File: config.mk
export PLATFORM = sky130hd
export DESIGN_NAME = output_read
export DESIGN_NICKNAME = d
export VERILOG_FILES = /design/src/rtl/output_buf_pkg.sv /design/src/rtl/out_skid_fifo.sv /design/src/rtl/output_read.sv
export SDC_FILE = /design/constraint.sdc
export NUM_CORES = 1
export LEC_CHECK = 0
export CAP_MARGIN = 20
export CORE_ASPECT_RATIO = 1.75
export CORE_MARGIN = 4
export CORE_UTILIZATION = 45
export CTS_CLUSTER_DIAMETER = 120
export CTS_CLUSTER_SIZE = 8
export DETAILED_ROUTE_END_ITERATION = 16
export PLACE_DENSITY = 0.76
export SLEW_MARGIN = 10
export SYNTH_ARGS = -nofsm -noshare
export SYNTH_HDL_FRONTEND = slang
export SYNTH_SLANG_ARGS = --single-unit
File: constraint.sdc
create_clock -name clk -period 4.2 [get_ports clk]
set_input_delay 0.42 -clock clk [delete_from_list [all_inputs] [get_ports clk]]
set_output_delay 0.42 -clock clk [all_outputs]
set_load 0.05 [all_outputs]
File: src/rtl/output_buf_pkg.sv
// Shared constants, per-layer word table and FSM encoding for the output-buffer read stage.
package output_buf_pkg;

  localparam int unsigned DEF_PART_SIZE  = 1024;
  localparam int unsigned PARTS_PER_BANK = 4;
  localparam int unsigned BANK0_BASE     = 0;
  localparam int unsigned BANK1_BASE     = PARTS_PER_BANK * DEF_PART_SIZE;
  localparam int unsigned ROWS_PER_PART  = 6;
  localparam int unsigned LOOP_DEEP      = 6;
  localparam int unsigned TRANSFER_TIMES = 3;
  localparam int unsigned BANKS_PER_RUN  = (LOOP_DEEP + 1) * (TRANSFER_TIMES + 1);
  localparam int unsigned WORD_W         = 10;
  localparam int unsigned BANK_CNT_W     = 5;

  typedef enum logic [4:0] {
    ST_IDLE      = 5'b00001,
    ST_CONFIG    = 5'b00010,
    ST_WAIT_BANK = 5'b00100,
    ST_READ      = 5'b01000,
    ST_DRAIN     = 5'b10000
  } state_e;

  // Row width W per layer; unknown layers produce no words.
  function automatic int unsigned layer_w(input logic [2:0] layer);
    int unsigned w;
    w = 0;
    case (layer)
      3'd1:    w = 119;
      3'd2:    w = 59;
      3'd3:    w = 29;
      3'd4:    w = 14;
      default: w = 0;
    endcase
    return w;
  endfunction

  function automatic logic [WORD_W-1:0] layer_words(input logic [2:0] layer);
    return WORD_W'(ROWS_PER_PART * layer_w(layer));
  endfunction

  function automatic int unsigned bank_base(input logic bank, input int unsigned part_size);
    return bank ? PARTS_PER_BANK * part_size : 0;
  endfunction

endpackage

File: src/rtl/out_skid_fifo.sv
// Two-entry skid FIFO absorbing the BRAM read latency under downstream backpressure.
module out_skid_fifo #(
  parameter int unsigned W = 129
) (
  input  logic         clk,
  input  logic         rst,
  input  logic         push,
  input  logic [W-1:0] push_data,
  input  logic         pop,
  output logic         out_valid,
  output logic [W-1:0] out_data,
  output logic [1:0]   count
);

  logic [1:0][W-1:0] mem_q, mem_d;
  logic              rd_ptr_q, rd_ptr_d;
  logic              wr_ptr_q, wr_ptr_d;
  logic [1:0]        count_q, count_d;
  logic              pop_eff;

  always_comb begin
    mem_d    = mem_q;
    rd_ptr_d = rd_ptr_q;
    wr_ptr_d = wr_ptr_q;
    pop_eff  = pop && (count_q != 2'd0);
    if (push) begin
      mem_d[wr_ptr_q] = push_data;
      wr_ptr_d        = ~wr_ptr_q;
    end
    if (pop_eff) begin
      rd_ptr_d = ~rd_ptr_q;
    end
    count_d = count_q + 2'(push) - 2'(pop_eff);
  end

  always_ff @(posedge clk) begin
    if (rst) begin
      mem_q    <= '0;
      rd_ptr_q <= 1'b0;
      wr_ptr_q <= 1'b0;
      count_q  <= 2'd0;
    end else begin
      mem_q    <= mem_d;
      rd_ptr_q <= rd_ptr_d;
      wr_ptr_q <= wr_ptr_d;
      count_q  <= count_d;
    end
  end

  assign out_valid = (count_q != 2'd0);
  assign out_data  = mem_q[rd_ptr_q];
  assign count     = count_q;

endmodule

File: src/rtl/output_read.sv
// Drains completed ping/pong output banks from BRAM onto a 128-bit stream.
// Optional stall counter: define OUTPUT_READ_STALL_CNT_EN.
module output_read
  import output_buf_pkg::*;
#(
  parameter int unsigned DATA_WIDTH = 64,
  parameter int unsigned ADDR_WIDTH = 13,
  parameter int unsigned PART_SIZE  = DEF_PART_SIZE
) (
  input  logic                    clk,
  input  logic                    rst,
  input  logic                    start,
  input  logic [2:0]              layer,
  input  logic                    bank_done,
  input  logic                    bank_done_id,
  output logic                    en_rd,
  output logic [ADDR_WIDTH-1:0]   addr_rd,
  input  logic [DATA_WIDTH-1:0]   din_b0,
  input  logic [DATA_WIDTH-1:0]   din_b1,
  output logic                    m_valid,
  input  logic                    m_ready,
  output logic [2*DATA_WIDTH-1:0] m_data,
  output logic                    m_last,
  output logic                    bank_free,
  output logic                    bank_free_id,
  output logic                    read_done,
  output logic                    err_overflow,
  output logic [31:0]             stall_cnt
);

  localparam int unsigned FIFO_W = 2 * DATA_WIDTH + 1;

  state_e                state_q, state_d;
  logic [2:0]            layer_q, layer_d;
  logic [WORD_W-1:0]     words_q, words_d;
  logic [BANK_CNT_W-1:0] banks_left_q, banks_left_d;
  logic [1:0]            pending_q, pending_d;
  logic                  exp_bank_q, exp_bank_d;
  logic [1:0]            part_q, part_d;
  logic [WORD_W-1:0]     word_q, word_d;
  logic                  inflight_q, inflight_d;
  logic                  last_inflight_q, last_inflight_d;
  logic                  err_q, err_d;
  logic                  bank_free_q, bank_free_d;
  logic                  bank_free_id_q, bank_free_id_d;
  logic                  read_done_q, read_done_d;

  logic                  en_rd_c;
  logic                  issue_last_c;
  logic                  pop_c;
  logic                  free_now_c;
  logic [2:0]            occ_c;
  logic [ADDR_WIDTH-1:0] addr_c;
  logic                  fifo_valid;
  logic [FIFO_W-1:0]     fifo_out;
  logic [1:0]            fifo_count;
  logic                  fifo_last;

  assign fifo_last    = fifo_out[FIFO_W-1];
  assign pop_c        = fifo_valid && m_ready;
  assign free_now_c   = pop_c && fifo_last;
  assign issue_last_c = (part_q == 2'd3) && (word_q == words_q - WORD_W'(1));
  // Occupancy net of this cycle's pop: sustains 1 word/clk yet never overfills 2 entries.
  assign occ_c        = 3'(fifo_count) + 3'(inflight_q) - 3'(pop_c);
  assign addr_c       = ADDR_WIDTH'(bank_base(exp_bank_q, PART_SIZE)
                                    + 32'(part_q) * PART_SIZE + 32'(word_q));

  always_comb begin
    state_d         = state_q;
    layer_d         = layer_q;
    words_d         = words_q;
    banks_left_d    = banks_left_q;
    pending_d       = pending_q;
    exp_bank_d      = exp_bank_q;
    part_d          = part_q;
    word_d          = word_q;
    inflight_d      = 1'b0;
    last_inflight_d = 1'b0;
    err_d           = err_q;
    bank_free_d     = 1'b0;
    bank_free_id_d  = bank_free_id_q;
    read_done_d     = 1'b0;
    en_rd_c         = 1'b0;

    case (state_q)
      ST_IDLE: begin
        if (start) begin
          layer_d = layer;
          state_d = ST_CONFIG;
        end
      end
      ST_CONFIG: begin
        words_d      = layer_words(layer_q);
        banks_left_d = BANK_CNT_W'(BANKS_PER_RUN);
        exp_bank_d   = 1'b0;
        part_d       = 2'd0;
        word_d       = '0;
        if (layer_words(layer_q) == '0) begin
          state_d     = ST_IDLE;
          read_done_d = 1'b1;
        end else begin
          state_d = ST_WAIT_BANK;
        end
      end
      ST_WAIT_BANK: begin
        if (pending_q[exp_bank_q]) begin
          part_d  = 2'd0;
          word_d  = '0;
          state_d = ST_READ;
        end
      end
      ST_READ: begin
        if (occ_c < 3'd2) begin
          en_rd_c         = 1'b1;
          inflight_d      = 1'b1;
          last_inflight_d = issue_last_c;
          if (issue_last_c) begin
            state_d = ST_DRAIN;
          end else if (word_q == words_q - WORD_W'(1)) begin
            word_d = '0;
            part_d = part_q + 2'd1;
          end else begin
            word_d = word_q + WORD_W'(1);
          end
        end
      end
      ST_DRAIN: begin
        if ((fifo_count == 2'd0) && !inflight_q) begin
          if (banks_left_q == '0) begin
            state_d     = ST_IDLE;
            read_done_d = 1'b1;
          end else begin
            state_d = ST_WAIT_BANK;
          end
        end
      end
      default: state_d = ST_IDLE;
    endcase

    // Final word of the bank accepted downstream: hand the bank back.
    if (free_now_c) begin
      bank_free_d           = 1'b1;
      bank_free_id_d        = exp_bank_q;
      pending_d[exp_bank_q] = 1'b0;
      banks_left_d          = banks_left_q - BANK_CNT_W'(1);
      exp_bank_d            = ~exp_bank_q;
    end

    // A re-completion in the same cycle the bank is freed is legal.
    if (bank_done) begin
      if (pending_q[bank_done_id] && !(free_now_c && (exp_bank_q == bank_done_id))) begin
        err_d = 1'b1;
      end
      pending_d[bank_done_id] = 1'b1;
    end
  end

  always_ff @(posedge clk) begin
    if (rst) begin
      state_q         <= ST_IDLE;
      layer_q         <= 3'd0;
      words_q         <= '0;
      banks_left_q    <= '0;
      pending_q       <= 2'b00;
      exp_bank_q      <= 1'b0;
      part_q          <= 2'd0;
      word_q          <= '0;
      inflight_q      <= 1'b0;
      last_inflight_q <= 1'b0;
      err_q           <= 1'b0;
      bank_free_q     <= 1'b0;
      bank_free_id_q  <= 1'b0;
      read_done_q     <= 1'b0;
    end else begin
      state_q         <= state_d;
      layer_q         <= layer_d;
      words_q         <= words_d;
      banks_left_q    <= banks_left_d;
      pending_q       <= pending_d;
      exp_bank_q      <= exp_bank_d;
      part_q          <= part_d;
      word_q          <= word_d;
      inflight_q      <= inflight_d;
      last_inflight_q <= last_inflight_d;
      err_q           <= err_d;
      bank_free_q     <= bank_free_d;
      bank_free_id_q  <= bank_free_id_d;
      read_done_q     <= read_done_d;
    end
  end

  out_skid_fifo #(.W(FIFO_W)) u_fifo (
    .clk       (clk),
    .rst       (rst),
    .push      (inflight_q),
    .push_data ({last_inflight_q, din_b1, din_b0}),
    .pop       (pop_c),
    .out_valid (fifo_valid),
    .out_data  (fifo_out),
    .count     (fifo_count)
  );

  assign en_rd        = en_rd_c;
  assign addr_rd      = en_rd_c ? addr_c : '0;
  assign m_valid      = fifo_valid;
  assign m_data       = fifo_out[2*DATA_WIDTH-1:0];
  assign m_last       = fifo_valid && fifo_last;
  assign bank_free    = bank_free_q;
  assign bank_free_id = bank_free_id_q;
  assign read_done    = read_done_q;
  assign err_overflow = err_q;

`ifdef OUTPUT_READ_STALL_CNT_EN
  logic [31:0] stall_cnt_q, stall_cnt_d;

  // Backpressure cycles, cleared on each run start and saturating.
  always_comb begin
    stall_cnt_d = stall_cnt_q;
    if ((state_q == ST_IDLE) && start) begin
      stall_cnt_d = '0;
    end else if (fifo_valid && !m_ready && (stall_cnt_q != 32'hFFFF_FFFF)) begin
      stall_cnt_d = stall_cnt_q + 32'd1;
    end
  end

  always_ff @(posedge clk) begin
    if (rst) begin
      stall_cnt_q <= '0;
    end else begin
      stall_cnt_q <= stall_cnt_d;
    end
  end

  assign stall_cnt = stall_cnt_q;
`else
  assign stall_cnt = '0;
`endif

endmodule

=== Word-level counts from Yosys, hierarchy flattened ===
Cells that the tools add are included.

* Bits in registers: 305
* Input port bits: 137
* Output and inout port bits: 180

* $add $sub $neg: 10
* Multiply operators: 1
* Magnitude comparators: 8
* Equal/unequal tests: 19
* Multiplexer cells: 48
* Bitwise gates (word level): 8
* Reduce and logical (&&, ||, !) cells: 25

{| class="wikitable"
|+ Operators with widths
! cell !! count
|-
| $mux 129 || 3
|-
| $bwmux 258 || 1
|-
| $demux 129 s1 || 1
|-
| $mux 10 || 4
|-
| $mux 5 || 7
|-
| $mul 2x32->9 const A || 1
|-
| $mux 32 || 1
|-
| $pmux 10 s3 || 1
|-
| $pmux 7 s4 || 1
|-
| $mux 13 || 2
|-
| $pmux 5 s5 || 1
|-
| $mux 1 || 14
|-
| $ne 2x2->1 const B || 7
|-
| $add 13x10->13 || 1
|-
| $add 13x12->13 || 1
|-
| $mux 2 || 6
|-
| $logic_and 1x1->1 || 11
|-
| $add 10x1->10 const B || 1
|-
| $eq 10x10->1 || 1
|-
| $logic_not 10->1 || 1
|-
| $reduce_and 5->1 || 2
|-
| $sub 10x1->10 const B || 1
|-
| $lt 1x2->1 const B || 4
|-
| $eq 3x2->1 const B || 2
|-
| other kinds (33) || 44
|}

=== Logic depth before layout (Yosys ltp) ===
* Depth in word-level cells: 9
* Gate-level depth with buffers: 15
* Depth with buffers taken out: 14

=== Hierarchy ===
Synthesis repeated with hierarchy kept, for this count alone.

* Cells, all modules: 1642
* Area, all modules: 13559.3 um2

{| class="wikitable"
|+ Modules (own cells, without submodules)
! module !! instances !! cells each !! area an instance (um2) !! sequential area each (um2)
|-
| out_skid_fifo || 1 || 1283 || 10715.3 || 5245.0
|-
| output_read || 1 || 359 || 2844.0 || 860.8
|}

=== Least setup slack after synthesis ===
No wires, ideal clock.

* Path kind: register to register
* Start: register u_fifo.count_q[1] (netlist: u_fifo.count[1])
* End: register word_q[0]
* Setup time: 148 ps
* Arrival: 3015 ps
* Setup slack: 1038 ps
* Cell stages (with the launch flop): 14
* Path buffers: 0
* Period minus slack after synthesis: 3162 ps
* Path through: dfxtp_1 > o21ai_0 > inv_1 > ha_1 > inv_1 > ha_1 > inv_1 > fa_1 > xnor2_1 > and2_1 > o21ai_2 > o21bai_1 > o41ai_1 > nor2_1

* Cells in the longest elaborated chain, start to end: 6
* Elaborated cells between the ends (all ways): 7
* Classes of those cells: add/sub (2); order compare (1); eq/ne (1); reduce/logical (3)

{| class="wikitable"
|+ RTL lines
! what !! line !! source
|-
| from (decl) || out_skid_fifo.sv:18 || <nowiki>logic [1:0] count_q, count_d;</nowiki>
|-
| from (signal assigned) || out_skid_fifo.sv:46 || <nowiki>count_q <= count_d;</nowiki>
|-
| parallel branches: the longest is 2 deep, another holds $add 2x1->3 || - ||
|-
| $sub 3x1->3 (*) || output_read.sv:64 || <nowiki>assign occ_c = 3'(fifo_count) + 3'(inflight_q) - 3'(pop_c);</nowiki>
|-
| $lt 3x2->1 (*) || output_read.sv:113 || <nowiki>if (occ_c < 3'd2) begin</nowiki>
|-
| $ne 2x2->1 (no source line) (*) || - ||
|-
| $reduce_and 4->1 (no source line) (*) || - ||
|-
| to (signal assigned) || output_read.sv:182 || <nowiki>word_q <= word_d;</nowiki>
|-
| to (decl) || output_read.sv:40 || <nowiki>logic [WORD_W-1:0] word_q, word_d;</nowiki>
|}

Every way passes the cells marked *.
A chain may end at the register's enable or synchronous reset.

=== Worst setup path after layout ===
* Start: register u_fifo.count_q[1] (netlist: u_fifo.count[1])
* End: output port addr_rd[4]

* Cells in the longest elaborated chain, start to end: 7
* Elaborated cells between the ends (all ways): 8
* Classes of those cells: add/sub (2); order compare (1); mux (3); reduce/logical (2)

{| class="wikitable"
|+ RTL lines
! what !! line !! source
|-
| parallel branches: the longest is 2 deep, another holds $add 2x1->3 || - ||
|-
| $sub 3x1->3 (*) || output_read.sv:64 ||
|-
| $lt 3x2->1 (*) || output_read.sv:113 ||
|-
| $mux 1 (*) || output_read.sv:113 ||
|-
| $mux 1 (*) || - ||
|-
| $mux 13 (*) || output_read.sv:204 || <nowiki>assign addr_rd = en_rd_c ? addr_c : '0;</nowiki>
|-
| to (decl) || output_read.sv:17 || <nowiki>output logic [ADDR_WIDTH-1:0] addr_rd,</nowiki>
|}

Marks and branches as above.

==> flow_metrics.env <==
export IMPL_finalSetupTns_ns=0
export IMPL_fill_cells=2546
export IMPL_coreArea_sq_um=29400
export IMPL_antenna_found_initial=3
export IMPL_postLayoutCellArea_sq_um=17600
export IMPL_worst_slew_pin_slew_ns=1.00
export IMPL_syn_to_final_growth_pct=31.4
export IMPL_ys_flop_type="dfxtp_1"
export IMPL_insertion_delay_ns=0.52
export IMPL_endpoint="addr_rd[4]"
export IMPL_top_level_ports=317
export IMPL_slew_headroom_pct=33.1
export IMPL_crit_path_start_kind="register"
export IMPL_numPortBuffers=284
export IMPL_cts_made_buffers=44
export IMPL_fin_worst_skew_ns=0.00984
export IMPL_route_antenna_remaining_nets=0
export IMPL_ff2ff_setup_slack_ns=0.73
export IMPL_synth_edff_count=0
export IMPL_hold_path_class="register to register"
export IMPL_end_kind="output port"
export IMPL_ff2ff_path_depth=14
export IMPL_htreeDepth=2
export IMPL_placed_area_sq_um=16500
export IMPL_path_clk_slew_ns=0.05
export IMPL_die_w_um=139
export IMPL_setup_ws_ns=0.510
export IMPL_totalWireLength_um=39000
export IMPL_place_inst=2234
export IMPL_yosysTopAreaCell="dfxtp_1"
export IMPL_first_global_vias=12000
export IMPL_drive_gt1_share_pct=11.6
export IMPL_synthesis_area_sq_um=13400
export IMPL_die_y_um=236
export IMPL_power_mw=6.70
export IMPL_drc_errors=0
export IMPL_viasPerCell=5.32
export IMPL_ys_ff_latch=305
export IMPL_final_setup_viol_count=0
export IMPL_grtUsageTotal_pct=22.4
export IMPL_wl_per_cell_um=17.0
export IMPL_rsz0062_at_grt="false"
export IMPL_cp_max_fo=13
export IMPL_cts_hold_buf=0
export IMPL_synthTopCellsByCount="552 x nand2_1, 305 x dfxtp_1, 285 x a21oi_1"
export IMPL_grt_first_pass_wirelength_um=61100
export IMPL_gp_congestion=0.824
export IMPL_cts_tree="yes"
export IMPL_required_ns=3.78
export IMPL_max_freq_ghz=0.271
export IMPL_yosysSeqAreaShare_pct=45.5
export IMPL_holdPathStages=2
export IMPL_synth_top_cells_by_area="dfxtp_1 46%, nand2_1 15%, mux2_2 11%, a21oi_1 11%, clkbuf_1 3.0%"
export IMPL_yosys_warnings=0
export IMPL_synth_top_area_share_pct=45.5
export IMPL_hpwl_um=25500
export IMPL_synth_distinct_cells=56
export IMPL_drv_slew=0
export IMPL_finalHoldViolCount=0
export IMPL_reg2reg_to="word_q[9]$_SDFFE_PP0P_"
export IMPL_ir_worst_vdd_uv=390
export IMPL_stdcell_count=2286
export IMPL_period_needed_ns=3.69
export IMPL_syn_avg_cell_area_sq_um=8.02
export IMPL_async_flop_share_pct=0
export IMPL_maxCapViolCount=0
export IMPL_clk_path_buf_depth=3
export IMPL_worst_setup_path_type="register to output port"
export IMPL_grt_max_degree=133
export IMPL_start_util_pct=45.7
export IMPL_firstDrtPassIters=5
export IMPL_arrival_ns=3.27
export IMPL_die_area_sq_um=32800
export IMPL_critical_path_startpoint="u_fifo.count[1]$_SDFF_PP0_"
export IMPL_synthMostInstantiatedCell="nand2_1"
export IMPL_rows=83
export IMPL_cts_sinks=305
export IMPL_r2r_start="u_fifo.count[1]$_SDFF_PP0_"
export IMPL_outcome="complete, no violations"
export IMPL_fin_crit_sh_pct=87.9
export IMPL_cts_root_buf="clkbuf_16"
export IMPL_finalNetCount=2050
export IMPL_place_ws_ns=0.474
export IMPL_globalRouteOverflowTotal=0
export IMPL_cellLeakagePower_nw=6.33
export IMPL_vias=12200
export IMPL_pwr_density_cell_nw_per_um2=380
export IMPL_drt_iter0_markers=590
export IMPL_synth_cells=1673
cells in the final DEF (no fill, tap or decap), types with 3 or more instances in the layout:
master	count
clkdlybuf4s50_1	269
nand3_1	17
and3_1	16
clkbuf_16	44
buf_12	17
dfxtp_1	304
o21ai_0	18
diode_2	3
nand2_1	551
nor3_1	10
xnor2_1	12
o31ai_1	3
xor2_1	9
mux2i_1	9
conb_1	32
ha_1	14
inv_1	17
a31oi_1	4
a211oi_1	3
nor2_1	50
mux2_2	129
buf_4	12
or4_1	4
a21oi_1	285
or3_1	10
nand2b_1	7
nand4_1	6
power breakdown:
part | internal [mW] | switching [mW]
sequential | 2.92 | 0.0621
combinational | 0.305 | 0.375
clock | 1.84 | 1.20
sequential cells by signal (all words and copies together), names as in the netlist, 2 cells and up:
register / count
part_q: 2
banks_left_q: 5
u_fifo.mem_q: 258
word_q: 10
state_q: 5
layer_q: 3
u_fifo.count: 2
pending_q: 2
words_q: 9
kinds of logic after synthesis:
| family | after synthesis | synth area share (%) |
|---|---|---|
| simple gates | 692 | 21.1 |
| fa+ha+maj | 15 | 1.45 |
| mux | 138 | 11.5 |
| flops | 305 | 45.5 |
| other cells | 1 | 0.0279 |
| buf+inv | 169 | 5.77 |
| compound gates | 332 | 13.3 |
| xor+xnor | 21 | 1.37 |
metrics by stage:
stage	utilization (%)	hold slack [ns]
2_1_floorplan	-	0.432
3_3_place_gp	56.1	0.438
3_5_place_dp	56.1	0.444
4_1_cts	60.0	0.448
5_1_grt	60.0	0.466
6_report	60.0	0.450
critical path: stages (launching register included):
cell and delay [ns]:
dfxtp_1 0.36, o21ai_0 0.41, inv_1 0.10, ha_1 0.29, inv_1 0.06, ha_1 0.13, inv_1 0.05, fa_1 0.37
xnor2_1 0.18, and2_1 0.22, buf_4 0.20, and3_1 0.23, buf_12 0.15
cell type report:
cell class,instances,area [sq um],area share [%]
diodes,3,7.51,0.0426
clock buffers,46,1110,6.29
clock inverters,3,33.8,0.192
inverters,17,63.8,0.362
multi-input cells,1230,6680,37.9
flip-flops and latches,305,6110,34.7
well taps,382,478,2.71
repair buffers,300,3150,17.9
worst min path at each step:
stage	from	end	slack, ns
floorplan	last_inflight_q$_SDFF_PP0_	u_fifo.mem_q[128]$_SDFFE_PP0P_	0.43
global placement	u_fifo.mem_q[246]$_SDFFE_PP0P_	u_fifo.mem_q[246]$_SDFFE_PP0P_	0.44
detailed placement	u_fifo.mem_q[205]$_SDFFE_PP0P_	u_fifo.mem_q[205]$_SDFFE_PP0P_	0.44
CTS	din_b0[1]	u_fifo.mem_q[130]$_SDFFE_PP0P_	0.45
global route	u_fifo.mem_q[105]$_SDFFE_PP0P_	u_fifo.mem_q[105]$_SDFFE_PP0P_	0.47
finish	u_fifo.mem_q[229]$_SDFFE_PP0P_	u_fifo.mem_q[229]$_SDFFE_PP0P_	0.45
routing by layer:
| metal | track usage (%) | wire length (um) | part of all wire [%] |
|---|---|---|---|
| met1 | 24.8 | 14400 | 37 |
| met2 | 41.4 | 20800 | 53 |
| met3 | 3.65 | 2120 | 5.5 |
| met4 | 10.6 | 1620 | 4.2 |
| met5 | 0 | 0 | 0 |
repair_timing:
item	CTS	global route
endpoints found under the setup margin	0	1
setup buffers	0	0
gates resized for setup	0	1
Note: power is estimated with default switching activity, not from simulation.
==> edit 1, RTL diff (same flow settings) <==
The option `OUTPUT_READ_STALL_CNT_EN` is turned on by a define.
--- a/src/rtl/output_read.sv
+++ b/src/rtl/output_read.sv
@@ -1,5 +1,7 @@
 // Drains completed ping/pong output banks from BRAM onto a 128-bit stream.
 // Optional stall counter: define OUTPUT_READ_STALL_CNT_EN.
+`define OUTPUT_READ_STALL_CNT_EN
+
 module output_read
   import output_buf_pkg::*;
 #(
Behaviour: no difference found for any inputs over 4 cycles, from zero or initial values and one cycle with rst high; that may be too few to reach the edited logic, so the function may still have changed.
==> edit 1 against the original RTL <==
Highest routed layer unchanged; final area is 8.3% higher; clock skew increased by 10 ps; sequential cell count is 32 higher; core utilization increased by 0.77 points; critical path depth is 1 higher; clock power grew 8.9%; setup slack worse by 73 ps; power is 6.2% higher; synthesized area rose by 6.4%; non-clock buffer count increased by 30; wire length rose by 5.9%; largest cell class unchanged; count of clock-buffer cells in the layout up 4.
==> edit 1: results (changes against the original RTL) <==
- The met3 track demand over resource in global routing came to 5.15% (+1.5 points).
- The multi-input gate share of the layout cell area is 36.8% (-1.1 points).
* Count of inverters not on the clock network in the layout: 29 (+12)
- The layout multi-input combinational cell count is 1288 (+4.7%).
- The fraction of area in registers was 35.4% (+0.71 points).
- The number of buffer cells added on primary ports is 316 (+11%).
- The initial detailed-routing violation count was 577 (-2.2%).
* Clock skew: 20.0 ps (+10.2 ps)
- Total length of routed met2 wires: 20900 µm (+0.78%)
* Worst min-delay path class: in2reg
- The met1 usage was 23.9% (-0.92 points).
- The count of inserted antenna diode cells is 5 (+2).
* Latest clock arrival within the worst-skew pair: 550 ps (+30 ps)
- The proportion of final cell area spent on non-clock buffers is 18.1% (+0.27 points).
- Count of buffers not belonging to the clock network in the layout: 330 (+10%)
- Wire length on met1: 15000 µm (+3.6%)
- The maximum vdd drop is 0.312 mV (-20%).
- Global-route wire length before repair: 65400 µm (+7.2%)
- Outcome: completed
- Crit path largest cell delay: 380 ps (-30 ps)
- Worst Path Max Fanout: 11 (-2)
- Fillers: 2696 (+5.9%)
- Inserted Clock Buffers: 48 (+9.1%)
- Worst slew margin relative to its limit: 26.0% (-7.2 points)
* Final instance count without filler cells: 2438 (+6.6%)
- Number of cells produced by synthesis: 1769 (+5.7%)
- Highest Signal Layer: met4
- The post-route cell area was 19100 µm² (+8.3%).
* Leakage power of the design: 0.00658 µW (+4.0%)
- Sequential-to-total area share from yosys stat: 47.2% (+1.7 points)
* Post-detailed-placement half-perimeter wirelength: 27200 µm (+6.6%)
* Vias in the first global route: 13200 (+10%)
* Routed length per placed instance: 16.9 µm (-0.69%)
- The count of clock buffers in the final design was 50 (+8.7%).
- Distinct cell type count after synthesis: 50 (-11%)
- Dominant cells by area after synthesis: sky130_fd_sc_hd__dfxtp_1, sky130_fd_sc_hd__nand2_1, sky130_fd_sc_hd__a21oi_1
* Final Wtd Congestion: 0.874 (+6.1%)
- Synth Register Bits: 337 (+10%)
* Clock network contribution to total cell area: 6.51% (+0.029 points)
- The ratio of cells with drive above 1 in the final layout is 10.9% (-0.73 points).
* Placed inst area: 17800 µm² (+8.2%)
* Detailed route wirelength on metal3: 2570 µm (+21%)
## edit 1: cell count changes in the layout (fill, tap and decap cells not counted), moves of 8 or more
| cell | change |
|---|---|
| sky130_fd_sc_hd__or3_1 | +15 |
| sky130_fd_sc_hd__dfxtp_1 | +32 |
| sky130_fd_sc_hd__inv_1 | +12 |
| sky130_fd_sc_hd__clkdlybuf4s50_1 | +32 |
| sky130_fd_sc_hd__conb_1 | -32 |
| sky130_fd_sc_hd__and2_1 | +8 |
| sky130_fd_sc_hd__xnor2_1 | +13 |
| sky130_fd_sc_hd__a21oi_1 | +18 |
| sky130_fd_sc_hd__nor2_1 | +32 |
| sky130_fd_sc_hd__and3_1 | -9 |
| sky130_fd_sc_hd__o32ai_1 | +8 |
## edit 1: path summary, 6_finish.rpt
kind,startpoint,end,slack (ps),cells after the start
hold reg to reg,u_fifo.mem_q[72],u_fifo.mem_q[72],450,2
setup reg to reg,u_fifo.count[1],part_q[0],880,13
setup / recovery,u_fifo.count[1],addr_rd[0],440,13
hold / removal,din_b0[5],u_fifo.mem_q[134],450,3
## edit 1: metrics by stage
step                      setup WS [ps]  total power (µW)  utilization (%)
after floorplan                    1010              3610                -
after global placement              611              3850             56.8
after detailed placement            579              3860             56.8
after CTS                           386              7200             60.7
after global routing                173              7360             60.8
final                               437              7110             60.8
## edit 1: where the power goes
part / internal, µW / switching [µW] / total, µW / leakage [µW]
Combinational: 262 / 265 / 526 / 0.00326
Sequential: 3220 / 53.1 / 3280 / 0.00272
Clock: 2000 / 1310 / 3310 / 0.000609
Total: 5490 / 1620 / 7110 / 0.00658
## edit 1: logic make-up after synthesis
kind of cell	Yosys count	synth area share, %
buf+inv	144	3.79
compound gates	349	13.0
fa+ha+maj	12	1.10
simple gates	754	21.9
mux	135	10.6
xor+xnor	38	2.33
flops	337	47.2
==> edit 2, RTL diff (same settings) <==
Made on the original files. The 5 states of `state_e` get a binary encoding in 3 bits.
--- a/src/rtl/output_buf_pkg.sv
+++ b/src/rtl/output_buf_pkg.sv
@@ -12,12 +12,12 @@
   localparam int unsigned WORD_W         = 10;
   localparam int unsigned BANK_CNT_W     = 5;
 
-  typedef enum logic [4:0] {
-    ST_IDLE      = 5'b00001,
-    ST_CONFIG    = 5'b00010,
-    ST_WAIT_BANK = 5'b00100,
-    ST_READ      = 5'b01000,
-    ST_DRAIN     = 5'b10000
+  typedef enum logic [2:0] {
+    ST_IDLE      = 3'd0,
+    ST_CONFIG    = 3'd1,
+    ST_WAIT_BANK = 3'd2,
+    ST_READ      = 3'd3,
+    ST_DRAIN     = 3'd4
   } state_e;
 
   // Row width W per layer; unknown layers produce no words.
Formal check against the unedited RTL: no difference found for any inputs over 4 cycles, from zero or initial values and one cycle with rst high; so few cycles prove little.
==> edit 2 against the original RTL <==
Register-to-register slack lost 180 ps; power grew 10%; sequential cell count shrank 2; setup slack lost 140 ps; wire length shrank 2.7%; synthesized area shrank 1.4%; final area shrank 1.2%; sequential share of layout area grew 0.20 points; sequential power grew 1%; synthesized cell count shrank 1.4%; critical path type unchanged; largest power group is now registers.
==> edit 2: results (changes against the original RTL) <==
- The run finished with clean final reports.
- Initial DRC count: 641 (+8.6%)
- Global Route met2 Usage: 41.9% (+0.49 points)
* Hold-critical path endpoint: u_fifo.mem_q[138]
- The placed wire-length estimate after detailed placement came to 24400 µm (-4.5%).
- Clock latency on the worst-skew pair, taken at its later pin, is 530 ps.
* Dominant cells by area after synthesis: sky130_fd_sc_hd__dfxtp_1, sky130_fd_sc_hd__nand2_1, sky130_fd_sc_hd__mux2_2
- The net count reported at finish came to 2025 (-1.2%).
- Fillers: 2461 (-3.3%)
* Antenna violations before repair: 2 (-1)
- Final Wtd Congestion: 0.832 (+0.98%)
* Number of vias in the routed layout: 12000 (-1.5%)
- Inserted Clock Buffers: 43 (-2.3%)
- Sorting the synthesized cells by how often they occur yields sky130_fd_sc_hd__nand2_1, sky130_fd_sc_hd__dfxtp_1, sky130_fd_sc_hd__a21oi_1.
- Total length of routed met2 wires: 20000 µm (-3.6%)
- The largest incremental delay on the critical path was 380 ps (-30 ps).
* Sequential-to-total area share from yosys stat: 45.8% (+0.33 points)
- The worst register-to-register path ends at word_q[6].
- GRT Total Usage: 22.5% (+0.14 points)
* Data arrival time of the critical path: 3410 ps (+140 ps)
* Met1 routing resource usage after global routing: 23.7% (-1.1 points)
- The detailed-route wire length is 37900 µm (-2.7%).
- Number of optimization iterations in the first detailed-route pass: 6 (+1)
* Reg2Reg Setup Slack: 550 ps (-180 ps)
- Wire length on met1: 13900 µm (-3.7%)
* Worst slew margin relative to its limit: 29.4% (-3.7 points)
- Global-route wire length before repair: 59800 µm (-2.0%)
- Hold Startpoint: u_fifo.mem_q[138]
* Worst Path Max Fanout: 14 (+1)
* Detailed route wirelength on metal3: 2420 µm (+14%)
- Largest net degree at the start of global routing: 162 (+22%)
* Maximum VDD drop: 0.349 mV (-10%)
- The minimum setup slack after placement is 264 ps (-210 ps).
[edit 2: how the worst max path moves through the flow]
stage          slack, ps            start  cells after the start          end
4_1_cts              320  u_fifo.count[1]                     12   addr_rd[1]
6_report             370  u_fifo.count[1]                     12   addr_rd[1]
3_3_place_gp         360          m_ready                     15    word_q[6]
3_5_place_dp         260          m_ready                     15    word_q[6]
5_1_grt               80  u_fifo.count[1]                     12   addr_rd[7]
2_1_floorplan        620  u_fifo.count[1]                     12  addr_rd[11]
[edit 2: stage by stage]
stage               utilization, %  cells  total power, µW  hold slack [ps]  area [µm²]
CTS                           60.4   2254             7450              449       17400
global route                  60.4   2256             7660              465       17400
global placement              56.5   2206             4420              438       16300
finish                        60.4   2256             7380              449       17400
floorplan                        -   1680             4020              432       13400
detailed placement            56.5   2206             4430              443       16300
[edit 2: layout make-up]
cell class	instances	area (µm²)	area share (%)
Antenna cell	2	5.00	0.0287
Clock buffer	46	1110	6.36
Clock inverter	2	25.0	0.144
Inverter	22	82.6	0.474
Multi-Input combinational cell	1210	6560	37.7
Sequential cell	303	6070	34.8
Tap cell	378	473	2.72
Timing Repair Buffer	293	3090	17.8
[edit 2: kinds of logic (layout without fill, tap and decap cells)]
group	after synthesis	in the layout	share of synthesized area, %
other	1	34	0.0283
buffers and inverters	167	363	5.66
AND/OR/NAND/NOR	672	672	20.7
flip-flops	303	303	45.8
adder cells (fa/ha/maj)	15	15	1.47
AO/OA/AOI/OAI	337	337	13.5
multiplexers	135	135	11.5
XOR/XNOR	19	19	1.36
[edit 2: where the power goes]
group	leakage, µW	internal [µW]	switching [µW]	total [µW]
clock network	0.000556	1840	1160	3000
registers	0.00244	2950	67.1	3020
logic	0.00318	546	819	1360
total	0.00618	5330	2050	7380
